**config.mk**
```make
export PLATFORM = sky130hd
export DESIGN_NAME = mem_arbiter
export DESIGN_NICKNAME = d
export VERILOG_FILES = /design/src/rtl/mem_arbiter.sv
export SDC_FILE = /design/constraint.sdc
export NUM_CORES = 1
export LEC_CHECK = 0
export CAP_MARGIN = 20
export CORE_ASPECT_RATIO = 2
export CORE_MARGIN = 5
export CORE_UTILIZATION = 30
export DETAILED_ROUTE_END_ITERATION = 8
export GPL_ROUTABILITY_DRIVEN = 1
export HOLD_SLACK_MARGIN = 0.03
export MAX_ROUTING_LAYER = met4
export PLACE_DENSITY = 0.67
export SLEW_MARGIN = 5
export SYNTH_ARGS = -nofsm -noshare
export SYNTH_HDL_FRONTEND = slang
export SYNTH_SLANG_ARGS = --single-unit
```
**constraint.sdc**
```tcl
create_clock -name i_clk -period 5.1 [get_ports i_clk]
set_input_delay 1.02 -clock i_clk [delete_from_list [all_inputs] [get_ports i_clk]]
set_output_delay 1.02 -clock i_clk [all_outputs]
set_load 0.01 [all_outputs]
```
**src/rtl/mem_arbiter.sv**
```systemverilog
// mem_arbiter
// -----------------------------------------------------------------------------
// Two-port arbiter in front of a single shared 32-bit memory.
//   Port 0 is an instruction-fetch port that issues word reads only.
//   Port 1 is a load/store port that issues byte, half and word accesses.
// The memory read is combinational and its write is byte-masked on the rising
// edge. Grants are combinational. Every granted access returns a response one
// cycle later, so either port can be granted on every cycle with no bubbles.
//
// Ports
//   i_clk, i_reset              clock, synchronous active-high reset
//   i_p0_req, i_p0_addr         port 0 request and byte address
//   o_p0_gnt                    port 0 grant (same cycle as the request)
//   o_p0_rvalid, o_p0_rdata     port 0 read response (one cycle after grant)
//   i_p1_req, i_p1_addr         port 1 request and byte address
//   i_p1_wren                   port 1 store (1) or load (0)
//   i_p1_size                   00 byte, 01 half, 10 word, 11 illegal
//   i_p1_unsigned               zero-extend (1) or sign-extend (0) sub-word loads
//   i_p1_wdata                  store data, already lane-aligned by the requester
//   o_p1_gnt                    port 1 grant
//   o_p1_rvalid, o_p1_rdata     port 1 response (load data, or 0 for store ack)
//   o_p1_err                    misaligned or illegal-size access, with rvalid
//   o_mem_addr, o_mem_bmask     shared memory address and byte-lane enables
//   o_mem_wdata, o_mem_wren     shared memory write data and write enable
//   i_mem_rdata                 shared memory combinational read data
// -----------------------------------------------------------------------------
module mem_arbiter #(
  parameter int AW = 8
) (
  input  logic          i_clk,
  input  logic          i_reset,
  input  logic          i_p0_req,
  input  logic [AW-1:0] i_p0_addr,
  output logic          o_p0_gnt,
  output logic          o_p0_rvalid,
  output logic [31:0]   o_p0_rdata,
  input  logic          i_p1_req,
  input  logic [AW-1:0] i_p1_addr,
  input  logic          i_p1_wren,
  input  logic [1:0]    i_p1_size,
  input  logic          i_p1_unsigned,
  input  logic [31:0]   i_p1_wdata,
  output logic          o_p1_gnt,
  output logic          o_p1_rvalid,
  output logic [31:0]   o_p1_rdata,
  output logic          o_p1_err,
  output logic [AW-1:0] o_mem_addr,
  output logic [3:0]    o_mem_bmask,
  output logic [31:0]   o_mem_wdata,
  output logic          o_mem_wren,
  input  logic [31:0]   i_mem_rdata
);

  // Access is illegal when it is not naturally aligned or when the size code is 11.
  function automatic logic access_error(input logic [1:0] size, input logic [1:0] lsb);
    logic err;
    case (size)
      2'b00:   err = 1'b0;
      2'b01:   err = lsb[0];
      2'b10:   err = (lsb != 2'b00);
      default: err = 1'b1;
    endcase
    return err;
  endfunction

  // Store data arrives lane-aligned, so the mask always starts at lane 0.
  function automatic logic [3:0] size_mask(input logic [1:0] size);
    logic [3:0] mask;
    case (size)
      2'b00:   mask = 4'b0001;
      2'b01:   mask = 4'b0011;
      2'b10:   mask = 4'b1111;
      default: mask = 4'b0000;
    endcase
    return mask;
  endfunction

  // Reduces a memory word to the requested load width and extends it to 32 bits.
  function automatic logic [31:0] load_extend(input logic [1:0]  size,
                                               input logic        is_unsigned,
                                               input logic [31:0] word);
    logic [31:0] res;
    case (size)
      2'b00:   res = is_unsigned ? {24'h000000, word[7:0]}
                                 : {{24{word[7]}}, word[7:0]};
      2'b01:   res = is_unsigned ? {16'h0000, word[15:0]}
                                 : {{16{word[15]}}, word[15:0]};
      default: res = word;
    endcase
    return res;
  endfunction

  // pri_r names the port that wins the next contended cycle (1 = port 1).
  logic        pri_r;
  logic        gnt0_s;
  logic        gnt1_s;
  logic        p1_err_s;
  logic [31:0] p1_resp_s;

  logic        p0_rvalid_r;
  logic [31:0] p0_rdata_r;
  logic        p1_rvalid_r;
  logic        p1_err_r;
  logic [31:0] p1_rdata_r;

  assign p1_err_s = access_error(i_p1_size, i_p1_addr[1:0]);

  // Grant decision: a lone requester always wins; contention goes to pri_r.
  always_comb begin
    gnt0_s = 1'b0;
    gnt1_s = 1'b0;
    if (i_reset) begin
      gnt0_s = 1'b0;
      gnt1_s = 1'b0;
    end else if (i_p0_req && i_p1_req) begin
      gnt0_s = ~pri_r;
      gnt1_s = pri_r;
    end else begin
      gnt0_s = i_p0_req;
      gnt1_s = i_p1_req;
    end
  end

  assign o_p0_gnt = gnt0_s;
  assign o_p1_gnt = gnt1_s;

  // Shared memory drive: only the granted, legal access touches the memory.
  always_comb begin
    o_mem_addr  = {AW{1'b0}};
    o_mem_bmask = 4'b0000;
    o_mem_wdata = 32'h0000_0000;
    o_mem_wren  = 1'b0;
    if (gnt0_s) begin
      o_mem_addr  = i_p0_addr;
      o_mem_bmask = 4'b1111;
      o_mem_wdata = 32'h0000_0000;
      o_mem_wren  = 1'b0;
    end else if (gnt1_s && !p1_err_s) begin
      o_mem_addr  = i_p1_addr;
      o_mem_bmask = size_mask(i_p1_size);
      o_mem_wdata = i_p1_wdata;
      o_mem_wren  = i_p1_wren;
    end else begin
      o_mem_addr  = {AW{1'b0}};
      o_mem_bmask = 4'b0000;
      o_mem_wdata = 32'h0000_0000;
      o_mem_wren  = 1'b0;
    end
  end

  // Port 1 response word: stores and faulting accesses report zero data.
  always_comb begin
    p1_resp_s = 32'h0000_0000;
    if (p1_err_s || i_p1_wren) begin
      p1_resp_s = 32'h0000_0000;
    end else begin
      p1_resp_s = load_extend(i_p1_size, i_p1_unsigned, i_mem_rdata);
    end
  end

  // Priority register: after each grant the other port gets priority.
  always_ff @(posedge i_clk) begin
    if (i_reset) begin
      pri_r <= 1'b1;
    end else if (gnt0_s) begin
      pri_r <= 1'b1;
    end else if (gnt1_s) begin
      pri_r <= 1'b0;
    end else begin
      pri_r <= pri_r;
    end
  end

  // Response capture at the grant edge; rdata holds between responses.
  always_ff @(posedge i_clk) begin
    if (i_reset) begin
      p0_rvalid_r <= 1'b0;
      p0_rdata_r  <= 32'h0000_0000;
      p1_rvalid_r <= 1'b0;
      p1_err_r    <= 1'b0;
      p1_rdata_r  <= 32'h0000_0000;
    end else begin
      p0_rvalid_r <= gnt0_s;
      p1_rvalid_r <= gnt1_s;
      p1_err_r    <= gnt1_s & p1_err_s;
      if (gnt0_s) begin
        p0_rdata_r <= i_mem_rdata;
      end else begin
        p0_rdata_r <= p0_rdata_r;
      end
      if (gnt1_s) begin
        p1_rdata_r <= p1_resp_s;
      end else begin
        p1_rdata_r <= p1_rdata_r;
      end
    end
  end

  // A response captured just before reset rises is still in the registers
  // during the reset cycle; masking with i_reset keeps it from being seen.
  assign o_p0_rvalid = p0_rvalid_r & ~i_reset;
  assign o_p0_rdata  = i_reset ? 32'h0000_0000 : p0_rdata_r;
  assign o_p1_rvalid = p1_rvalid_r & ~i_reset;
  assign o_p1_err    = p1_err_r & ~i_reset;
  assign o_p1_rdata  = i_reset ? 32'h0000_0000 : p1_rdata_r;

endmodule

```
Yosys cells after proc, flatten, opt, wreduce, memory -nomap -nowiden:

Index checks and enable logic that the tools add are counted.

* add/sub/neg operators: 0
* multipliers: 0
* div/mod/pow operators: 0
* magnitude comparators: 0
* equal/unequal tests: 2
* shift operators: 0
* multiplexer cells: 20
* bitwise logic cells: 6
* reductions and logical operators: 7

Operators with widths (count)
* two-way mux 32 bit: 7
* case mux 32 bit (2 select lines): 1
* two-way mux 8 bit: 2
* case mux 4 bit (3 select lines): 1
* two-way mux 4 bit: 2
* two-way mux 1 bit: 6
* AND 1 bit: 4
* case mux 1 bit (3 select lines): 1
* equality test 2 x 1 -> 1 bit, second input constant: 1
* equality test 2 bit, second input constant: 1
* logical AND 1 bit: 2
* logical NOT 2 bit: 1
* NOT 1 bit: 2
* nonzero test 2 bit: 1
* OR reduction 2 bit: 1
* logical NOT 1 bit: 1
* logical OR 1 bit: 1

* bits in registers: 68
* latch bits: 0
* RAM bits: 0
* ROM bits: 0
* bits of input ports: 88
* output and inout port bits: 114
* word-level logic and storage cells: 41
* memories kept: 0

Longest topological paths before layout:

Gate-level depths: netlist of the first run.

* depth in word-level cells: 6
* mapped depth: 8

Worst setup path before layout of the first run:

No wires, ideal clock.

* path type: input to output
* start: in i_p1_size[1]
* end: out o_mem_bmask[3]
* arrival: 2.287 ns
* data required time: 4.080 ns
* path slack: 1.793 ns
* stages on the path: 8
* cells stage by stage: inv_1 -> ha_1 -> a21oi_2 -> o21bai_2 -> nor3_4 -> buf_6 -> a21o_1 -> buf_4

* longest elaborated chain between the ends: 6

RTL lines
* start: declaration: line 40 `input logic [1:0] i_p1_size,`
* equality test 2 bit, or another cell as far along: line 57, 69
* case mux 1 bit (3 select lines): line 57 `case (size)`
* logical NOT 1 bit: line 138 `end else if (gnt1_s && !p1_err_s) begin`
* logical AND 1 bit: line 138
* two-way mux 4 bit *: line 138
* two-way mux 4 bit *: line 133 `if (gnt0_s) begin`
* end: declaration: line 48 `output logic [3:0] o_mem_bmask,`

Mark *: on every way between the ends. The rest lies on a longest branch, timed or not.

Worst setup path in the final report of the first run:

* start: in i_p1_size[1]
* end: out o_mem_addr[1]

* longest elaborated chain between the ends: 6

RTL lines
* equality test 2 bit, or another cell as far along: line 57
* case mux 1 bit (3 select lines) *: line 57
* logical NOT 1 bit *: line 138
* logical AND 1 bit *: line 138
* two-way mux 8 bit *: line 138
* two-way mux 8 bit *: line 133
* end: declaration: line 47 `output logic [AW-1:0] o_mem_addr,`

Marked as above.

==> results.cfg, run 1 <==
[floorplanning]
core_area_sq_um = 11400
die_h_um = 162
start_util_pct = 30.7
die_w_um = 86.2
die_area_sq_um = 14000
num_rows = 55
ios = 202

[setup_path]
crit_path_frequent_cell = clkdlybuf4s50_1
start_kind = primary input
crit_path_max_fanout = 44
rr_startpoint = pri_r
cp.depth = 9
crit_path_end_kind = output port
r2r-end = p0_rdata_r[16]
worstPathArrival_ps = 3420
critPathBufInv = 4
critPathMaxStageDelay_ps = 570
crit_slowest_cell = clkdlybuf4s50_1
path_cells = clkdlybuf4s50_1 -> inv_1 -> ha_1 -> a21oi_2 -> o21bai_2 -> nor3_4 -> buf_4 -> a22o_1 -> clkdlybuf4s50_1
crit_required_ps = 4080
rrSetupSlack_ps = 3420
cp_top_family = buffers and inverters
ff2ff_path_depth = 4
critPathKind = in -> out

[final_layout]
diodes = 0
drive_gt1_share_pct = 6.88
fin_nets = 658
instances_no_fill = 709
areaGrowthSynthToFinish_pct = 66.2

[yosys]
syn_avg_cell_area_sq_um = 9.09
synth-edff-count = 0
muxShareOfSynthArea_pct = 0
synthesis.nets = 476
synthAdderAreaFrac_pct = 1.80
synth-xor-area-share_pct = 0
yosys.area.top_type = dfxtp_1
synth.most_common_cell = nor2b_1
ys_types = 34
yosys.area_share.simple_pct = 29.4
ys_seq_elements = 68
async_flop_share_pct = 0
yosysWarnings = 0
synth_area_leaders = dfxtp_1 (39%), nor2b_1 (12%), a22o_1 (10%)
synth.top_cell.area_share_pct = 39.1
syn_area_sq_um = 3480
ys_seq_area_share_pct = 39.1
synth_compound_gate_area_share_pct = 22.1
yosys-top-cells-count = nor2b_1 (69), dfxtp_1 (68), a22o_1 (40)
ys.flop_type = dfxtp_1
synth_top_family_by_area = simple AND/OR/NAND/NOR gates
syn-instance-count = 383

[pwr]
p_int_uw = 1160
clockPowerShare_pct = 43.6
ir_drop_v = 0.000178
power_switching_uw = 347
p_sw_share_pct = 23.0
power.leakage_uw = 0.00215
seq_power_share_pct = 37.7
combPwrFrac_pct = 18.7
power.density_nw_per_um2 = 260

[cts]
ctsResizeCount = 0
cts_tree = done
cts_root_buffer = clkbuf_16
cts_setup_buffers = 0
clk_latency_ps = 330
cts_hold_buf = 0
clkSinkCount = 68
clockBufferDepth = 2
htreeDepth = 3
clk_pin_slew_ps = 60
cts_buffers = 9

[sta]
hold_ws_ps = 446
tightest_slew_ps = 727
timing.final.crit_share_pct = 87.0
tns_ps = 0
grt_setup_unrepaired = no
slew_violations = 0
fin_skew_ps = 10.6
finalCriticalPeriod_ps = 4440
max_slew_margin_pct = 51.5
hold_viol_final = 0
fmax_ghz = 0.225
setup_viol = 0

[worst_hold_path]
hold_start = p1_rdata_r[7]
hold_path.class = reg -> reg
min_path_cells = 2
min_to = p1_rdata_r[7]

[routing]
vias = 3406
via_per_inst = 4.80
wl_per_cell_um = 17.5
drt-initial-drc-count = 115
ant_nets = 0
first_pass_iters = 4
remaining_drc_errors = 0
wl_um = 12400

[placed_design]
place.gp.congestion = 0.873
dpl.cell_count = 696
io_buffers = 201
dp_hpwl_um = 9430

[global_routing]
grt_pass1_wl_um = 19100
grt_pass1_vias = 3497
grt_overflow = 0
gr-usage-all-layers_pct = 18.0
antenna_found_initial = 0
grt_max_degree = 72

[status]
status = completed

[job]
max_cap_viol_count = 0
metal layers:
metal  track usage (%)  up-vias  wire length (um)
met5                 -        -                 0
met4              7.02        0               271
met3              2.78       20               510
met2              32.3      103              6860
met1              19.5     1607              4780
li1                  -     1676                 -
cell families after synthesis:
family	count (synthesis)
flops	68
simple gates	178
compound gates	92
fa+ha+maj	5
buf+inv	40
through the flow:
| stage | util [%] | cell area [sq um] | total power [uW] | worst slack, ps |
|---|---|---|---|---|
| after floorplan | - | 3480 | 712 | 1790 |
| after global routing | 51.0 | 5790 | 1560 | 517 |
| after global placement | 48.2 | 5480 | 859 | 703 |
| after detailed placement | 48.2 | 5480 | 862 | 647 |
| after CTS | 51.0 | 5790 | 1520 | 629 |
| final | 51.0 | 5790 | 1510 | 662 |
layout by cell type, fill, tap and decap left out, drive strengths merged, types with 2 or more instances in the layout:
cell type and n:
a21o 2, a21oi 26, a22o 40, and2 34, buf 7, bufinv 2, clkbuf 11, clkdlybuf4s50 200
dfxtp 68, ha 5, inv 4, nand2 17, nand3 8, nor2 21, nor2b 69, o21ai 4
o2bb2ai 16, or2 2, or3 24
how the worst max path moves through the flow:
stage                  from              to  slack [ps]
2_1_floorplan  i_p1_size[1]  o_mem_bmask[3]        1790
3_3_place_gp   i_p1_size[1]   o_mem_addr[1]         700
3_5_place_dp   i_p1_size[1]   o_mem_addr[1]         650
4_1_cts        i_p1_size[1]   o_mem_addr[1]         630
5_1_grt        i_p1_size[1]   o_mem_addr[1]         520
6_report       i_p1_size[1]   o_mem_addr[1]         660
final cells by class:
type / count / area (sq um)
Tap cell: 142 / 178
Sequential cell: 68 / 1360
Timing Repair Buffer: 207 / 2050
Clock inverter: 2 / 60.1
Multi-Input combinational cell: 275 / 1870
Fill cell: 1071 / 5570
Inverter: 4 / 15.0
Clock buffer: 11 / 253
flip-flops by register name (all words and copies together), names as in the netlist:
register and flops:
p1_rvalid_r 1, p0_rvalid_r 1, p0_rdata_r 32, p1_err_r 1
pri_r 1, p1_rdata_r 32
power groups by stage:
stage | Sequential, uW | Clock [uW] | Combinational [uW]
after floorplan | 575 | 0 | 137
after global placement | 577 | 0 | 282
after detailed placement | 578 | 0 | 285
after CTS | 567 | 670 | 286
after global routing | 570 | 690 | 304
final | 568 | 657 | 282
worst register-to-register path, delay by kind of cell (launching register included):
kind | cells | cell delay (ps)
and+or+nand+nor | 1 | 520
DFF | 1 | 400
buffers and inverters | 1 | 380
AOI/OAI and AO/OA | 2 | 310
Power figures use the tool's default switching activity.
==> run 2: changes to the inputs <==
--- a/config.mk
+++ b/config.mk
@@ -8,12 +8,12 @@
 export CAP_MARGIN = 20
 export CORE_ASPECT_RATIO = 2
 export CORE_MARGIN = 5
-export CORE_UTILIZATION = 30
+export CORE_UTILIZATION = 35
 export DETAILED_ROUTE_END_ITERATION = 8
 export GPL_ROUTABILITY_DRIVEN = 1
 export HOLD_SLACK_MARGIN = 0.03
 export MAX_ROUTING_LAYER = met4
-export PLACE_DENSITY = 0.67
+export PLACE_DENSITY = 0.76
 export SLEW_MARGIN = 5
 export SYNTH_ARGS = -nofsm -noshare
 export SYNTH_HDL_FRONTEND = slang
==> run 2 against run 1 <==
Net effect:
- die area fell by 13%
- setup slack better by 24 ps
- sequential power is essentially flat
- register-to-register slack got worse by 190 ps
- combinational power about the same
- highest routed layer unchanged
- via count shrank 1.7%
- final area shrank 0.24%
==> results.cfg, run 2 (synthesis results as in run 1) <==
[status]
status = completed

[final_layout]
drive_gt1_share_pct = 6.85
areaGrowthSynthToFinish_pct = 65.8
fillers = 869
most-common-layout-cells = clkdlybuf4s50_1 (200), nor2b_1 (68), dfxtp_1 (68)
diodes = 0
final_common_cell = clkdlybuf4s50_1
instances_no_fill = 701
top_regs = p0_rdata_r x32, p1_rdata_r x32
fin_nets = 657

[placed_design]
dp_hpwl_um = 9100
place.gp.congestion = 0.804
post-place-ws_ps = 684
io_buffers = 201
dpl.cell_count = 685

[routing]
ant_nets = 0
wl_um = 12300
drt-initial-drc-count = 108
wl_per_cell_um = 17.5
remaining_drc_errors = 0
via_per_inst = 4.78
vias = 3349
first_pass_iters = 4

[global_routing]
grt_pass1_vias = 3508
grt_pass1_wl_um = 18100
grtUsageMet1_pct = 22.1
grt_use_met3_pct = 4.05
grt_overflow = 0
use_met2_pct = 35.0
top_usage_layer = met2
grt_max_degree = 59
antenna_found_initial = 0
gr-usage-all-layers_pct = 20.3

[sta]
setup_viol = 0
tns_ps = 0
slew_violations = 0
tightest_slew_ps = 640
finalCriticalPeriod_ps = 4410
grt_setup_unrepaired = no
fin_skew_ps = 5.57
max_slew_margin_pct = 57.4
timing.final.crit_share_pct = 86.6
timing.final.ws_setup_ps = 686
fmax_ghz = 0.227
hold_viol_final = 0

[floorplanning]
num_rows = 51
start_util_pct = 35.7
die_h_um = 151
ios = 202
core_area_sq_um = 9760
die_w_um = 80.5
die_area_sq_um = 12200

[cts]
cts_root_buffer = clkbuf_16
ctsResizeCount = 0
cts_hold_buf = 0
cts_buffers = 9
clkSinkCount = 68
clk_latency_ps = 330
cts_tree = done
clk_pin_slew_ps = 50
cts_setup_buffers = 0
htreeDepth = 3
clockBufferDepth = 2

[setup_path]
crit_path_frequent_cell = clkdlybuf4s50_1
crit_path_max_fanout = 44
crit_slowest_cell = clkdlybuf4s50_1
critPathBufInv = 4
cp_top_family = buffers and inverters
crit_path_end_kind = output port
path_cells = clkdlybuf4s50_1 -> inv_1 -> ha_1 -> a21oi_2 -> o21bai_2 -> nor3_4 -> buf_4 -> and2_1 -> clkdlybuf4s50_1
worstPathArrival_ps = 3390
crit_required_ps = 4080
ff2ff_path_depth = 4
critPathKind = in -> out
start_kind = primary input
critPathMaxStageDelay_ps = 570
cp.depth = 9

[worst_hold_path]
hold_path.class = reg -> reg
min_path_cells = 2

[pwr]
power.density_nw_per_um2 = 261
power.leakage_uw = 0.00214
ir_drop_v = 0.000164

[job]
max_cap_viol_count = 0
-- run 2: layout make-up --
type	instances	area, sq um	share of cell area, %
repair buffers	206	2050	35.4
multi-input cells	275	1870	32.3
flip-flops and latches	68	1360	23.6
clock buffers	12	246	4.27
well taps	132	165	2.86
clock inverters	4	72.6	1.26
inverters	4	15.0	0.260
-- run 2: metal layers --
metal | part of all wire, % | wire (um)
met5 | 0 | 0
met3 | 5.0 | 618
met4 | 2.7 | 333
met1 | 39 | 4810
met2 | 53 | 6490
-- run 2: power breakdown --
part | total (uW) | switching (uW) | internal (uW) | leakage [uW]
combinational | 280 | 124 | 157 | 0.00144
sequential | 567 | 10.6 | 556 | 0.000555
clock | 661 | 221 | 440 | 0.000153
total | 1510 | 355 | 1150 | 0.00214
-- run 2: path summary, 6_finish.rpt --
kind / slack [ps] / from / end
max: 690 / i_p1_size[1] / o_mem_wdata[28]
min: 450 / p1_rdata_r[13] / p1_rdata_r[13]
max reg2reg: 3230 / pri_r / p0_rdata_r[12]
min reg2reg: 450 / p1_rdata_r[13] / p1_rdata_r[13]
-- run 2: worst min-delay path, stage by stage, from the launching register on --
cell and delay [ps]:
dfxtp_1 300, nand2_1 50, a21oi_1 50
-- run 2: per-stage QoR --
| stage | power (uW) | hold slack [ps] | area [sq um] | util, % |
|---|---|---|---|---|
| floorplan | 712 | 427 | 3480 | - |
| global placement | 855 | 435 | 5460 | 55.9 |
| detailed placement | 858 | 440 | 5460 | 55.9 |
| CTS | 1530 | 446 | 5770 | 59.1 |
| global route | 1570 | 471 | 5770 | 59.1 |
| finish | 1510 | 446 | 5770 | 59.1 |
